--- src/rtl/cp0_pkg.sv ---
// Shared CP0 definitions: register select indices, SR/Cause bit positions
// and the processor ID constant.
package cp0_pkg;

  localparam int HWINT_W = 6;

  localparam logic [4:0] SEL_SR    = 5'd12;
  localparam logic [4:0] SEL_CAUSE = 5'd13;
  localparam logic [4:0] SEL_EPC   = 5'd14;
  localparam logic [4:0] SEL_PRID  = 5'd15;

  // IM in SR and IP in Cause share the same bit field
  localparam int IM_HI   = 15;
  localparam int IM_LO   = 10;
  localparam int EXL_BIT = 1;
  localparam int IE_BIT  = 0;

  localparam logic [31:0] CP0_PRID = 32'h0042_1001;

endpackage

--- src/rtl/cp0_hwint_sync.sv ---
// Two-flop synchronizer bringing the asynchronous device interrupt lines
// into the clk domain.
module cp0_hwint_sync
  import cp0_pkg::*;
(
  input  logic               clk,
  input  logic               reset,
  input  logic [HWINT_W-1:0] hwint,
  output logic [HWINT_W-1:0] ip
);

  logic [HWINT_W-1:0] meta;

  always_ff @(posedge clk or posedge reset) begin
    if (reset) begin
      meta <= '0;
      ip   <= '0;
    end else begin
      meta <= hwint;
      ip   <= meta;
    end
  end

endmodule

--- src/rtl/cp0_coproc.sv ---
// CP0 coprocessor: SR, Cause, EPC and PRId registers with interrupt
// request generation for the main controller.
module cp0_coproc
  import cp0_pkg::*;
(
  input  logic               clk,
  input  logic               reset,
  input  logic               we,
  input  logic [4:0]         sel,
  input  logic [31:0]        din,
  input  logic [29:0]        pc,
  input  logic               epcwr,
  input  logic               exlset,
  input  logic               exlclr,
  input  logic [HWINT_W-1:0] hwint,
  output logic [31:0]        dout,
  output logic [31:0]        epc,
  output logic               intreq
);

  logic [HWINT_W-1:0] im;
  logic               exl;
  logic               ie;
  logic [29:0]        epc_q;
  logic [HWINT_W-1:0] ip;
  logic [31:0]        sr;
  logic [31:0]        cause;
  logic               wr_sr;
  logic               wr_epc;

  cp0_hwint_sync u_sync (
    .clk   (clk),
    .reset (reset),
    .hwint (hwint),
    .ip    (ip)
  );

  assign wr_sr  = we && (sel == SEL_SR);
  assign wr_epc = we && (sel == SEL_EPC);

  always_ff @(posedge clk or posedge reset) begin
    if (reset) begin
      im    <= '0;
      exl   <= 1'b0;
      ie    <= 1'b0;
      epc_q <= '0;
    end else begin
      if (wr_sr) begin
        im <= din[IM_HI:IM_LO];
        ie <= din[IE_BIT];
      end
      // Interrupt entry must win over eret and software writes to EXL
      if (exlset)
        exl <= 1'b1;
      else if (exlclr)
        exl <= 1'b0;
      else if (wr_sr)
        exl <= din[EXL_BIT];
      if (epcwr)
        epc_q <= pc;
      else if (wr_epc)
        epc_q <= din[31:2];
    end
  end

  always_comb begin
    sr                = '0;
    sr[IM_HI:IM_LO]   = im;
    sr[EXL_BIT]       = exl;
    sr[IE_BIT]        = ie;
    cause             = '0;
    cause[IM_HI:IM_LO] = ip;
  end

  assign epc    = {epc_q, 2'b00};
  assign intreq = ie & ~exl & (|(ip & im));

  always_comb begin
    dout = '0;
    case (sel)
      SEL_SR:    dout = sr;
      SEL_CAUSE: dout = cause;
      SEL_EPC:   dout = epc;
      SEL_PRID:  dout = CP0_PRID;
      default:   dout = '0;
    endcase
  end

endmodule

--- config.mk ---
export PLATFORM = sky130hd
export DESIGN_NAME = cp0_coproc
export DESIGN_NICKNAME = d
export VERILOG_FILES = /design/src/rtl/cp0_pkg.sv /design/src/rtl/cp0_hwint_sync.sv /design/src/rtl/cp0_coproc.sv
export SDC_FILE = /design/constraint.sdc
export NUM_CORES = 1
export LEC_CHECK = 0
export CORE_MARGIN = 2
export CORE_UTILIZATION = 33
export CTS_CLUSTER_DIAMETER = 50
export DETAILED_ROUTE_END_ITERATION = 8
export PLACE_DENSITY = 0.78
export SLEW_MARGIN = 20
export SYNTH_ARGS = -nofsm -noshare
export SYNTH_HDL_FRONTEND = slang
export SYNTH_SLANG_ARGS = --single-unit
--- constraint.sdc ---
create_clock -name clk -period 3.58 [get_ports clk]
set_clock_uncertainty 0.05 [all_clocks]
set_input_delay 0.716 -clock clk [delete_from_list [all_inputs] [get_ports clk]]
set_output_delay 0.716 -clock clk [all_outputs]
set_load 0.1 [all_outputs]
Yosys cells after proc, flatten, opt, wreduce, memory -nomap -nowiden

Index checks and enable logic that the tools add are counted.

Bits in registers: 50

Reduce and logical (&&, ||, !) cells: 5
Bitwise logic cells: 4
Multiplexer cells: 6
Equal/unequal tests: 4

Operators with widths:

| kind               | number |
|---|---|
| $pmux 32 s4        | 1 |
| $mux 30            | 2 |
| $eq 5x4->1 const B | 4 |
| $and 6x6->6        | 1 |
| $reduce_or 6->1    | 1 |
| $mux 1             | 3 |
| $reduce_bool 3->1  | 1 |
| $and 1x1->1        | 2 |
| $logic_and 1x1->1  | 2 |
| $reduce_bool 2->1  | 1 |
| $not 1->1          | 1 |

Depth between registers and ports, before layout

Depth after elaboration: 5
Gate-level depth with buffers: 5
Depth with buffers taken out: 3

Modules after synthesis

A second synthesis with hierarchy kept.

Cells, all modules: 290
Area total of the unflattened synthesis: 2741.4 µm²

By module, submodules not included:

| module         | sequential area each (µm²) | area each (µm²) | cells an instance | times used |
|---|---|---|---|---|
| cp0_coproc     | 950.9                      | 2437.3          | 277               | 1 |
| cp0_hwint_sync | 300.3                      | 304.0           | 13                | 1 |

Worst setup path after synthesis

OpenSTA, ideal clock, no wires.

Path kind: input to output
Start: input sel[1]
End: output dout[12]
Buffers on the path: 0
Setup slack: -0.422 ns
Required time: 2.814 ns
Arrival time: 3.236 ns
Stages on the path: 3
Path through: and4bb_2 > a21oi_1 > o21ai_0

Cells in the longest elaborated chain, start to end: 2
Elaborated cells on any way between the ends: 5
Those cells by class: eq/ne (4); mux (1)

RTL lines:

| what               | RTL line         | RTL |
|---|---|---|
| start: declaration | cp0_coproc.sv:9  | `input logic [4:0] sel,` |
| $eq 5x4->1         | cp0_coproc.sv:80 | `case (sel)` |
| $pmux 32 s4 (*)    | cp0_coproc.sv:80 |  |
| end: declaration   | cp0_coproc.sv:16 | `output logic [31:0] dout,` |

Mark *: on every way between the ends. The rest lies on a longest branch, timed or not.

Worst setup path after layout

Start: input sel[3]
End: output dout[14]

Same word-level chain as after synthesis.

==> impl_metrics.yaml <==
run_status:
  status: "completed"
grt:
  grt_pass1_wl_um: 12400
  grt_max_degree: 61
  first_global_vias: 2449
  antenna_found_initial: 0
  track_usage_pct: 17.8
  grt.overflow.total: 0
clock_tree:
  path_clk_slew_ps: 100
  numClockSinks: 50
  post-cts-setup-buffer-count: 0
  cts-buffers-inserted: 5
  cts-resized-gates: 0
  cts_root_buf: "clkbuf_8"
  cts_buffer_depth: 2
  hold_buffers: 0
  cts_tree: "done"
  clk_latency_ps: 300
  h-tree-depth: 2
routing:
  post-route-drc-count: 0
  drt_iter0_drc: 77
  vias_per_cell: 5.02
  wl_um: 7940
  final_antenna_net_count: 0
  avgRoutedWirePerCell_um: 15.9
  vias: 2506
  dr.pass1.iters: 4
timing:
  min_period_ps: 3170
  setup_ws_ps: 413
  final-setup-viol-count: 0
  max_slew_margin_pct: 28.2
  whs_ps: 309
  rsz0062_at_grt: "no"
  tightestPinTransition_ps: 1080
  hold_viol: 0
  fin_crit_sh_pct: 88.5
  finalSetupTns_ps: 0
  max_freq_mhz: 316
  drv_slew: 0
setup_path:
  worstPathCellList: "clkdlybuf4s50_1 -> nand3b_1 -> nor3_1 -> a221o_1 -> buf_12"
  reg2regPathDepth: 2
  cpPeakStageDelay_ps: 520
  critPathLaunchType: "primary input"
  arrival_ps: 2400
  r2r_start: "exl$_DFFE_PP0P_"
  r2r_slack_ps: 2300
  crit_type: "primary input to output port"
  cp_max_fo: 6
  crit_path_top_delay_cell: "clkdlybuf4s50_1"
  crit_family: "buffers and inverters"
  worstPathRequired_ps: 2810
  crit_buf_inv: 2
  end_kind: "output port"
  r2r_end: "exl$_DFFE_PP0P_"
min_path:
  hp-class: "register to register"
  hold_start: "u_sync.meta[0]$_DFF_PP0_"
  whs_endpoint: "u_sync.ip[0]$_DFF_PP0_"
  holdPathStages: 0
placement:
  placedInstanceArea_sq_mm: 0.00452
  io_buffers: 141
  place_congestion: 0.795
  dpl.hpwl_um: 5850
  place_ws_ps: 418
yosys:
  synth-seq-cells: 50
  synthArstFlopShare_pct: 100
  synthDominantCellAreaShare_pct: 45.8
  synth_common_cells: "50 x dfrtp_1, 35 x and3_1, 31 x nand2b_1, 30 x a21boi_0, 30 x o31a_1"
  syn_inst: 265
  syn_area_per_cell_sq_um: 10.3
  synth_edf_count: 0
  postSynth.topFlopCell: "dfrtp_1"
  ys_seq_area_share_pct: 45.8
  synth.most_common_cell: "dfrtp_1"
  ys_warn_count: 0
  yosys.area.top_type: "dfrtp_1"
  ys_types: 31
  synthTopCellsByArea: "dfrtp_1 46%, o31a_1 9.6%, a21boi_0 8.2%, and3_1 8.0%, nand2b_1 7.1%"
  syn-cell-area_sq_mm: 0.00273
power:
  leakage_nw: 1.96
  powerDensity_mw_per_mm2: 354
  ir_drop_v: 0.000187
die:
  dieArea_sq_mm: 0.00902
  die_h_um: 95.0
  io_pins: 144
  fp.coreArea_sq_mm: 0.00813
  start_util_pct: 33.6
  rows: 33
  dieWidth_um: 95.0
cells_and_area:
  antenna-diode-count: 0
  finalNetCount: 472
  fillers: 698
  final_util_pct: 56.7
  syn2layout_area_growth_pct: 69.1
  final_area_sq_mm: 0.00462
  drive_above_1_share_pct: 15.5
flow_run:
  max-cap-violations: 0
logic make-up (layout without fill, tap and decap cells):
kind of cell    Yosys count  count (layout)  synth area share (%)
simple gates            104             104                  24.4
flops                    50              50                  45.8
other cells               1               2                 0.137
mux                       7               7                  2.89
compound gates           75              75                  22.3
buf+inv                  28             156                  4.44
how the worst max path moves through the flow:
stage | startpoint | endpoint | slack (ps) | cells past startpoint
CTS | sel[4] | dout[19] | 420 | 6
detailed placement | sel[4] | dout[19] | 420 | 6
finish | sel[3] | dout[14] | 410 | 5
global placement | sel[3] | dout[10] | 450 | 5
global route | sel[4] | dout[19] | 330 | 6
floorplan | sel[1] | dout[12] | 330 | 3
state kept, by name, summed over array words and instances, names as in the netlist:
name	count
exl	1
u_sync.meta	6
epc_q	30
im	6
u_sync.ip	6
ie	1
final cells by class:
type	count	area, sq um	area share, %
Clock inverter	3	28.8	0.623
Sequential cell	50	1250	27.1
Tap cell	105	131	2.85
Clock buffer	5	68.8	1.49
Multi-Input combinational cell	188	1370	29.7
Timing Repair Buffer	145	1750	38.0
Inverter	3	12.5	0.271
power breakdown:
group	total, mW	internal [mW]	switching, mW
clock	0.351	0.147	0.205
combinational	0.621	0.218	0.403
sequential	0.661	0.619	0.0413
cell usage in the layout (no fill, tap or decap), drive strengths merged:
cell type and instances:
a21boi 30, conb 2, buf 39, clkinv 2
a221o 5, a21oi 1, nor2 2, nor3 1
or4 1, and3 35, nor3b 2, mux2 7
and2 23, a22oi 3, nand3b 1, a311oi 1
and4bb 1, o31a 30, inv 4, dfrtp 50
o21a 2, o21ai 2, and4b 3, nand2b 31
and2b 1, a32oi 1, clkbuf 5, clkdlybuf4s50 106
nand2 3
through the flow:
stage                     instances  power [mW]
after CTS                       499        1.65
final                           499        1.63
after detailed placement        491        1.30
after global placement          491        1.28
after floorplan                 266        1.08
after global routing            499        1.71
routing by layer:
layer | share of wire, % | vias up | global-route usage [%]
met4 | 0.65 | 0 | 3.62
li1 | - | 1207 | -
met5 | 0 | - | 0
met1 | 42 | 1217 | 22.6
met3 | 6.1 | 4 | 3.75
met2 | 52 | 78 | 31.1
(Power assumes the default switching activity.)
